**src/rtl/multicycle_cpu_core.sv**
```systemverilog
// multicycle_cpu_core
//   Multi-cycle CPU: FETCH -> DECODE -> EXECUTE -> WRITEBACK, one instruction
//   every four cycles while `step` stays high. Instruction memory is a
//   registered synchronous port (data valid the cycle after imem_rd_en).
//   r0 is hardwired to zero, and register indices >= NREGS read as zero and
//   ignore writes. A HALT instruction parks the core until reset.
//
// Parameters
//   DATA_W  datapath / register width (>= 8)
//   PC_W    PC and instruction-address width (<= 16, branch targets come
//           from the 16-bit immediate)
//   NREGS   implemented registers, 2..32
//
// Ports
//   clk, reset      rising-edge clock, asynchronous active-high reset
//   step            run enable, sampled in IDLE and at WRITEBACK
//   imem_rd_en      instruction read strobe (high in FETCH)
//   imem_addr       instruction address (= pc)
//   imem_data       instruction word, one cycle after imem_rd_en
//   pc              current program counter
//   result          last ALU write-back value
//   result_valid    high during WRITEBACK of an ALU-class instruction
//   halted          high in HALTED
//   state           IDLE=0 FETCH=1 DECODE=2 EXECUTE=3 WRITEBACK=4 HALTED=5
//
// Build option
//   CPU_BNE_EN      when defined, opcode 000101 is BNE; otherwise a NOP.

module multicycle_cpu_core #(
    parameter int DATA_W = 32,
    parameter int PC_W   = 5,
    parameter int NREGS  = 32
) (
    input  logic              clk,
    input  logic              reset,
    input  logic              step,
    output logic              imem_rd_en,
    output logic [PC_W-1:0]   imem_addr,
    input  logic [31:0]       imem_data,
    output logic [PC_W-1:0]   pc,
    output logic [DATA_W-1:0] result,
    output logic              result_valid,
    output logic              halted,
    output logic [2:0]        state
);

    localparam int SH_W = $clog2(DATA_W);

    localparam logic [5:0] OP_ADD  = 6'b010000;
    localparam logic [5:0] OP_SUB  = 6'b011000;
    localparam logic [5:0] OP_SHL  = 6'b100000;
    localparam logic [5:0] OP_SHR  = 6'b101000;
    localparam logic [5:0] OP_ADDI = 6'b110000;
    localparam logic [5:0] OP_SUBI = 6'b111000;
    localparam logic [5:0] OP_BEQ  = 6'b000100;
    localparam logic [5:0] OP_J    = 6'b000010;
    localparam logic [5:0] OP_HALT = 6'b111111;
`ifdef CPU_BNE_EN
    localparam logic [5:0] OP_BNE  = 6'b000101;
`endif

    typedef enum logic [2:0] {
        S_IDLE      = 3'd0,
        S_FETCH     = 3'd1,
        S_DECODE    = 3'd2,
        S_EXECUTE   = 3'd3,
        S_WRITEBACK = 3'd4,
        S_HALTED    = 3'd5
    } state_t;

    // Instruction register. The rs field is consumed at DECODE (operand A)
    // and is not needed afterwards, so it is not kept. `lo` carries rd,
    // the immediate and the jump target.
    typedef struct packed {
        logic [5:0]  op;
        logic [4:0]  rt;
        logic [15:0] lo;
    } ir_t;

    state_t st, st_nxt;
    ir_t    ir;

    logic [NREGS-1:1][DATA_W-1:0] regs;   // r0 has no storage
    logic [DATA_W-1:0] a, b, aluout, alu_y, imm_ext, rf_a, rf_b;
    logic              br_take, br_take_nxt, is_alu, is_rtype;
    logic [4:0]        wr_idx;

    // ---------------- FSM: state register ----------------
    always_ff @(posedge clk or posedge reset) begin
        if (reset) st <= S_IDLE;
        else       st <= st_nxt;
    end

    // ---------------- FSM: next state ----------------
    always_comb begin
        st_nxt = st;
        case (st)
            S_IDLE:      st_nxt = step ? S_FETCH : S_IDLE;
            S_FETCH:     st_nxt = S_DECODE;
            S_DECODE:    st_nxt = (imem_data[31:26] == OP_HALT) ? S_HALTED : S_EXECUTE;
            S_EXECUTE:   st_nxt = S_WRITEBACK;
            S_WRITEBACK: st_nxt = step ? S_FETCH : S_IDLE;
            S_HALTED:    st_nxt = S_HALTED;
            default:     st_nxt = S_IDLE;
        endcase
    end

    // ---------------- FSM: outputs ----------------
    always_comb begin
        imem_rd_en   = 1'b0;
        result_valid = 1'b0;
        halted       = 1'b0;
        case (st)
            S_FETCH:     imem_rd_en   = 1'b1;
            S_WRITEBACK: result_valid = is_alu;
            S_HALTED:    halted       = 1'b1;
            default: ;
        endcase
    end

    assign imem_addr = pc;
    assign state     = st;

    // ---------------- decode helpers ----------------
    assign is_rtype = (ir.op == OP_ADD) || (ir.op == OP_SUB) ||
                      (ir.op == OP_SHL) || (ir.op == OP_SHR);
    assign is_alu   = is_rtype || (ir.op == OP_ADDI) || (ir.op == OP_SUBI);
    assign wr_idx   = is_rtype ? ir.lo[15:11] : ir.rt;
    // Signed size cast sign-extends (or truncates when DATA_W < 16).
    assign imm_ext  = DATA_W'($signed(ir.lo));

    // Register-file read straight from the incoming instruction word so the
    // operands can be captured on the DECODE edge. The loop starts at 1, which
    // makes r0 and any index >= NREGS read as zero.
    always_comb begin
        rf_a = '0;
        rf_b = '0;
        for (int i = 1; i < NREGS; i++) begin
            if (imem_data[25:21] == 5'(i)) rf_a = regs[i];
            if (imem_data[20:16] == 5'(i)) rf_b = regs[i];
        end
    end

    // ---------------- ALU and branch condition ----------------
    always_comb begin
        alu_y = '0;
        case (ir.op)
            OP_ADD:  alu_y = a + b;
            OP_SUB:  alu_y = a - b;
            OP_SHL:  alu_y = a << b[SH_W-1:0];
            OP_SHR:  alu_y = a >> b[SH_W-1:0];
            OP_ADDI: alu_y = a + imm_ext;
            OP_SUBI: alu_y = a - imm_ext;
            default: alu_y = '0;
        endcase
    end

    always_comb begin
        br_take_nxt = 1'b0;
        case (ir.op)
            OP_BEQ:  br_take_nxt = (a == b);
`ifdef CPU_BNE_EN
            OP_BNE:  br_take_nxt = (a != b);
`endif
            OP_J:    br_take_nxt = 1'b1;
            default: br_take_nxt = 1'b0;
        endcase
    end

    // ---------------- datapath registers ----------------
    // Architectural state (pc, result, registers) only changes on the
    // WRITEBACK edge, so a reset anywhere earlier leaves no partial update.
    always_ff @(posedge clk or posedge reset) begin
        if (reset) begin
            ir      <= '0;
            a       <= '0;
            b       <= '0;
            aluout  <= '0;
            br_take <= 1'b0;
            pc      <= '0;
            result  <= '0;
            regs    <= '0;
        end else begin
            case (st)
                S_DECODE: begin
                    ir <= {imem_data[31:26], imem_data[20:16], imem_data[15:0]};
                    a  <= rf_a;
                    b  <= rf_b;
                end
                S_EXECUTE: begin
                    aluout  <= alu_y;
                    br_take <= br_take_nxt;
                end
                S_WRITEBACK: begin
                    // BEQ/BNE take imm[PC_W-1:0], J takes instr[PC_W-1:0];
                    // with PC_W <= 16 both are the low bits of `lo`.
                    pc <= br_take ? ir.lo[PC_W-1:0] : pc + PC_W'(1);
                    if (is_alu) begin
                        result <= aluout;
                        for (int i = 1; i < NREGS; i++) begin
                            if (wr_idx == 5'(i)) regs[i] <= aluout;
                        end
                    end
                end
                default: ;
            endcase
        end
    end

endmodule

```
**config.mk**
```make
export PLATFORM = sky130hd
export DESIGN_NAME = multicycle_cpu_core
export DESIGN_NICKNAME = d
export VERILOG_FILES = /design/src/rtl/multicycle_cpu_core.sv
export SDC_FILE = /design/constraint.sdc
export NUM_CORES = 2
export LEC_CHECK = 0
export ABC_AREA = 1
export CORE_AREA = 3 3 364 366
export DETAILED_ROUTE_END_ITERATION = 8
export DIE_AREA = 0 0 367 369
export GPL_TIMING_DRIVEN = 0
export PLACE_DENSITY = 0.68
export SKIP_LAST_GASP = 1
export SYNTH_ARGS = -nofsm -noshare
export SYNTH_HDL_FRONTEND = slang
export SYNTH_SLANG_ARGS = --single-unit
```
**constraint.sdc**
```tcl
create_clock -name clk -period 124.6 [get_ports clk]
set_input_delay 24.92 -clock clk [delete_from_list [all_inputs] [get_ports clk]]
set_output_delay 24.92 -clock clk [all_outputs]
set_load 0.005 [all_outputs]
```
Yosys cells after proc, flatten, opt, wreduce, memory -nomap -nowiden
Index checks and enable logic that the tools add are counted.

Bits in registers: 1156. Bits in latches: 0. Bits in writable memories: 0. Memory bits (read-only): 0. Bits of input ports: 35. Output and inout bits: 48. Logic and storage cells: 267. Memories kept: 0.

Add/sub/neg operators: 5. Multiply operators: 0. Divide/modulo/power cells: 0. $lt $le $gt $ge: 0. Eq/ne operators: 108. Shift operators: 2. Mux-type cells: 72. Bitwise gates (word level): 0. Reductions and logical operators: 39.

Operators by type and width (number): 32-bit 2-to-1 mux (62); 5-bit equality test, second input constant (48); 32-bit one-hot mux with 6 select lines (1); 5-bit by 4-bit equality test with 1-bit output, second input constant (24); 3-bit AND reduction (31); 32-bit adder (2); 32-bit subtractor (2); 5-bit by 3-bit equality test with 1-bit output, second input constant (12); 32-bit equality test (1); 32-bit by 5-bit left shift with 32-bit output (1); 32-bit by 5-bit >> shifter with 32-bit output (1); 5-bit by 2-bit equality test with 1-bit output, second input constant (6); 6-bit equality test, second input constant (5); 5-bit by 1-bit equality test with 1-bit output, second input constant (3); 3-bit one-hot mux with 5 select lines (1); 6-bit by 5-bit equality test with 1-bit output, second input constant (2); 5-bit 2-to-1 mux (2); 3-bit by 2-bit equality test with 1-bit output, second input constant (2); 3-bit equality test, second input constant (2); 6-bit by 2-bit equality test with 1-bit output, second input constant (1); 6-bit by 3-bit equality test with 1-bit output, second input constant (1); 5-bit by 1-bit adder with 5-bit output, second input constant (1); 1-bit logical OR (5); 1-bit 2-to-1 mux (4); 6 further kinds (6).

Depth between registers and ports, before layout
Depth after elaboration: 32. Depth in mapped cells: 38. Mapped depth without buffers: 36.

Worst setup path after synthesis
OpenSTA, ideal clock, no wires.

Path type: input -> register. From: in imem_data[23]. To: reg a[1]. Library setup time: 0.116 ns. Arrival time: 26.831 ns. Data required time: 124.484 ns. Setup slack: 97.652 ns. Cell stages on the path: 22. Path buffers: 3. Cell sequence: buf_2 nor2_1 clkbuf_1 buf_1 nand4_1 nand2_1 nor2_1 nand4_1 nor2_1 nand4_1 nor2_1 nand4_1 nor2_1 nand4_1 nor2_1 nand4_1 nor2_1 nand4_1 nor2_1 nand4_1 nand2_1 nand2_1.

Longest elaborated chain between the ends: 32. Elaborated cells on any way between the ends: 62. Classes of those cells: eq/ne (31); mux (31).

Ends and longest elaborated chain: start, declared (line 39) `input logic [31:0] imem_data,`; 5-bit by 1-bit equality test with 1-bit output (line 139) `if (imem_data[25:21] == 5'(i)) rf_a = regs[i];`; 32-bit 2-to-1 mux (30 in a row) (line 139); 32-bit 2-to-1 mux * (line 139); end signal, assigned (line 187) `a <= rf_a;`; end, declared (line 84) `logic [DATA_W-1:0] a, b, aluout, alu_y, imm_ext, rf_a, rf_b;`.

Every way passes the cells marked *; elsewhere a longest branch is shown, timed or not. A chain may end at the register's enable or synchronous reset.

Worst setup path after layout
From: in imem_data[25]. To: reg a[18].

Same word-level chain as after synthesis.

==> impl_metrics.csv <==
group,metric,value,unit
run_status,status,"complete, no violations",
layout,drive_above_1_share,3.717,%
yosys,synth_edf_count,0,
global_routing,grt_util_all_layers,42.21,%
timing,fin_skew,0.04390,ns
setup_path,worst-endpoint-required,125.24,ns
detailed_routing,via_per_inst,6.072,
placement,dpl.hpwl,221.9,mm
floorplanning,dieArea,0.1354,sq mm
layout,stdcell_area,0.07261,sq mm
power_and_ir_drop,p_int,753.1,uW
setup_path,arrival,30.76,ns
timing,tightest_slew,1.444,ns
floorplanning,coreArea,0.1295,sq mm
yosys,yosysTopAreaCell,"dfrtp_1",
cts,ctsHoldBuffers,0,
setup_path,cp-start-kind,"input port",
cts,htree_levels,4,
yosys,synthFlopType,"dfrtp_1",
setup_path,endpoint_kind,"flip-flop",
hold_path,hp-class,"reg -> reg",
timing,rsz0062_at_grt,"false",
timing,hold_viol_final,0,
timing,slew_headroom,3.704,%
detailed_routing,wl_per_cell,25.81,microns
setup_path,r2r_slack,116.93,ns
cts,insertion_delay,0.78,ns
yosys,synth-seq-cells,1156,
power_and_ir_drop,ir_drop,0.01372,mV
power_and_ir_drop,design_power_total,1.295,mW
detailed_routing,vias,68913,
detailed_routing,firstDrtPassIters,8,
setup_path,slowest_delay,0.69,ns
timing,post-route-min-period,30.12,ns
yosys,synth_common_cells,"nand2_1, o21ai_0, dfrtp_1, nor2_1, inv_1",
setup_path,critPathSlowestCell,"clkdlybuf4s50_1",
yosys,synthCells,9279,
placement,placed_area,0.06808,sq mm
floorplanning,io_pins,83,
yosys,syn-mean-instance-area,6.983,sq um
floorplanning,start_util,50.04,%
setup_path,criticalPathCategory,"in -> reg",
timing,setup_viol,0,
yosys,yosysWarningCount,0,
yosys,yosysMostFrequentCell,"nand2_1",
global_routing,overflow,0,
cts,clock-root-buffer,"clkbuf_16",
global_routing,grt_pass1_wl,424.9,mm
timing,clock.fmax,33.20,MHz
yosys,synth_fp_nets,9383,
power_and_ir_drop,powerDensity,17.84,mW/mm^2
timing,fin_crit_sh,24.17,%
yosys,synth_cell_types,62,
cts,cts.reportedPaths.clkPinSlew,0.06,ns
yosys,syn_area,0.06479,sq mm
setup_path,cp_max_fo,10,
detailed_routing,drt-total-wl,292.9,mm
power_and_ir_drop,net-switching-power,542.3,uW
setup_path,cpMostUsedCell,"nand4_1",
cts,post_cts_resized,0,
global_routing,grt_max_degree,132,
floorplanning,rows,132,
layout,area_growth,12.06,%
yosys,async_flop_share,100.0,%
detailed_routing,drtIter0Drc,10999,
floorplanning,die_h,369,microns
layout,nets,9608,
detailed_routing,ant_nets,0,
cts,cts_setup_buffers,0,
cts,cts_tree,"done",
timing,setup_tns,0,ns
yosys,synth_area_leaders,"dfrtp_1, nand2_1, o21ai_0",
layout,fillers,12594,
power_and_ir_drop,power.leakage,31.66,nW
placement,io_buffers,81,
power_and_ir_drop,pwr-share-seq,32.5,%
floorplanning,dieWidth,367,microns
power_and_ir_drop,pwr-share-comb,35.8,%
global_routing,grt_antenna_before_repair,6,
global_routing,grt_pass1_vias,62527,
power_and_ir_drop,clock_power_share,31.8,%
detailed_routing,drcViolationCount,0,
setup_path,path_cells,"clkdlybuf4s50_1 -> clkinv_1 -> clkbuf_1 -> clkbuf_1 -> nand4_1 -> nand2_1 -> nor2_1 -> nand4_1 -> nor2_1 -> nand4_1 -> nor2_1 -> nand4_1 -> nor2_1 -> nand4_1 -> nor2_1 -> nand4_1 -> nor2_1 -> nand4_1 -> nor2_1 -> nand4_1 -> nand2_1 -> nand2_1",
yosys,yosysTopAreaCellShare,44.65,%
power_and_ir_drop,switching_share,41.86,%
cts,cts_buffers,132,
cts,clock_tree.buffer_depth,3,
timing,drv_slew,0,
job,drv_cap,0,
placement,gp_congestion,1.050,
yosys,ys_seq_area_share,44.65,%
cts,clock-sinks,1156,
[flip-flops by register name (all words and copies together), names as in the netlist]
name,count
regs,992
a,32
aluout,32
b,32
result,32
imm_ext,16
ir,11
imem_addr,5
state,3
br_take,1
[cell families (layout without fill, tap and decap cells)]
family | Yosys count | count (layout) | share of synthesized area [%]
buf+inv | 1356 | 1681 | 8.027
compound gates | 1792 | 1792 | 14.29
mux | 14 | 14 | 0.2163
simple gates | 4877 | 4877 | 31.27
flops | 1156 | 1156 | 44.65
fa+ha+maj | 69 | 69 | 1.356
xor+xnor | 15 | 15 | 0.2028
other cells | 0 | 3 | 0
[final cells by class]
type / count / area (sq um) / area share [%]
clock buffer: 194 / 3933 / 5.416
tap: 1742 / 2180 / 3.002
timing repair buffer: 91 / 1070 / 1.473
buffer: 608 / 2389 / 3.290
multi-input combinational: 6767 / 30700 / 42.28
sequential: 1156 / 28930 / 39.84
antenna: 3 / 7.507 / 0.01034
inverter: 748 / 2820 / 3.884
clock inverter: 40 / 581.8 / 0.8013
[per-layer routing]
| layer | part of all wire [%] | routed length, microns | global-route usage (%) |
|---|---|---|---|
| met5 | 0.024 | 71 | 0 |
| met4 | 6.8 | 19940 | 24.07 |
| met3 | 13 | 37990 | 12.51 |
| met2 | 41 | 121300 | 60.81 |
| met1 | 39 | 113700 | 56.58 |
[power by group through the flow]
stage          registers [mW]  clock network [mW]  logic, mW
5_1_grt                 0.422               0.427      0.495
3_5_place_dp            0.425                   0      0.445
6_report                0.420               0.411      0.464
2_1_floorplan           0.417                   0      0.269
4_1_cts                 0.419               0.410      0.446
3_3_place_gp            0.427                   0      0.443
[stage by stage]
step	cells	setup slack, ns	hold WS (ns)	util [%]
2_1_floorplan	9279	67.12	0.4457	-
3_3_place_gp	11102	53.15	0.4638	52.35
3_5_place_dp	11112	94.26	0.4718	52.58
4_1_cts	11346	95.04	0.4851	56.06
5_1_grt	11346	94.69	0.5011	56.07
6_report	11349	94.48	0.4821	56.07
[cells in the final DEF, fill, tap and decap left out, types with 23 or more instances in the layout]
cell | synthesis | final
ha_1 | 67 | 67
a21oi_1 | 222 | 222
clkdlybuf4s50_1 | 0 | 81
dfrtp_1 | 1156 | 1156
nor3_1 | 35 | 31
clkbuf_1 | 535 | 563
nor2_1 | 960 | 960
buf_1 | 28 | 28
or2_2 | 26 | 26
nand3_1 | 129 | 129
o21ai_0 | 1305 | 1305
o21ai_1 | 140 | 140
buf_2 | 30 | 30
nand4_1 | 554 | 554
clkbuf_8 | 0 | 29
o22ai_1 | 25 | 25
inv_1 | 729 | 728
nand2_1 | 3110 | 3110
a31oi_1 | 23 | 23
clkbuf_16 | 0 | 137
[critical path: cells and delay by family]
family / cells / cell delay [ns]
and+or+nand+nor: 18 / 3.83
buffers and inverters: 4 / 1.98
[worst paths after layout]
| path | from | end | cells after the start |
|---|---|---|---|
| max | imem_data[25] | a[18] | 22 |
| min | regs[12] | regs[12] | 2 |
| max reg2reg | b[0] | aluout[30] | 35 |
| min reg2reg | regs[12] | regs[12] | 2 |
| max in group asynchronous | reset | regs[458] | 6 |
| min in group asynchronous | reset | result[4] | 2 |
Note: power is estimated with default switching activity, not from simulation.
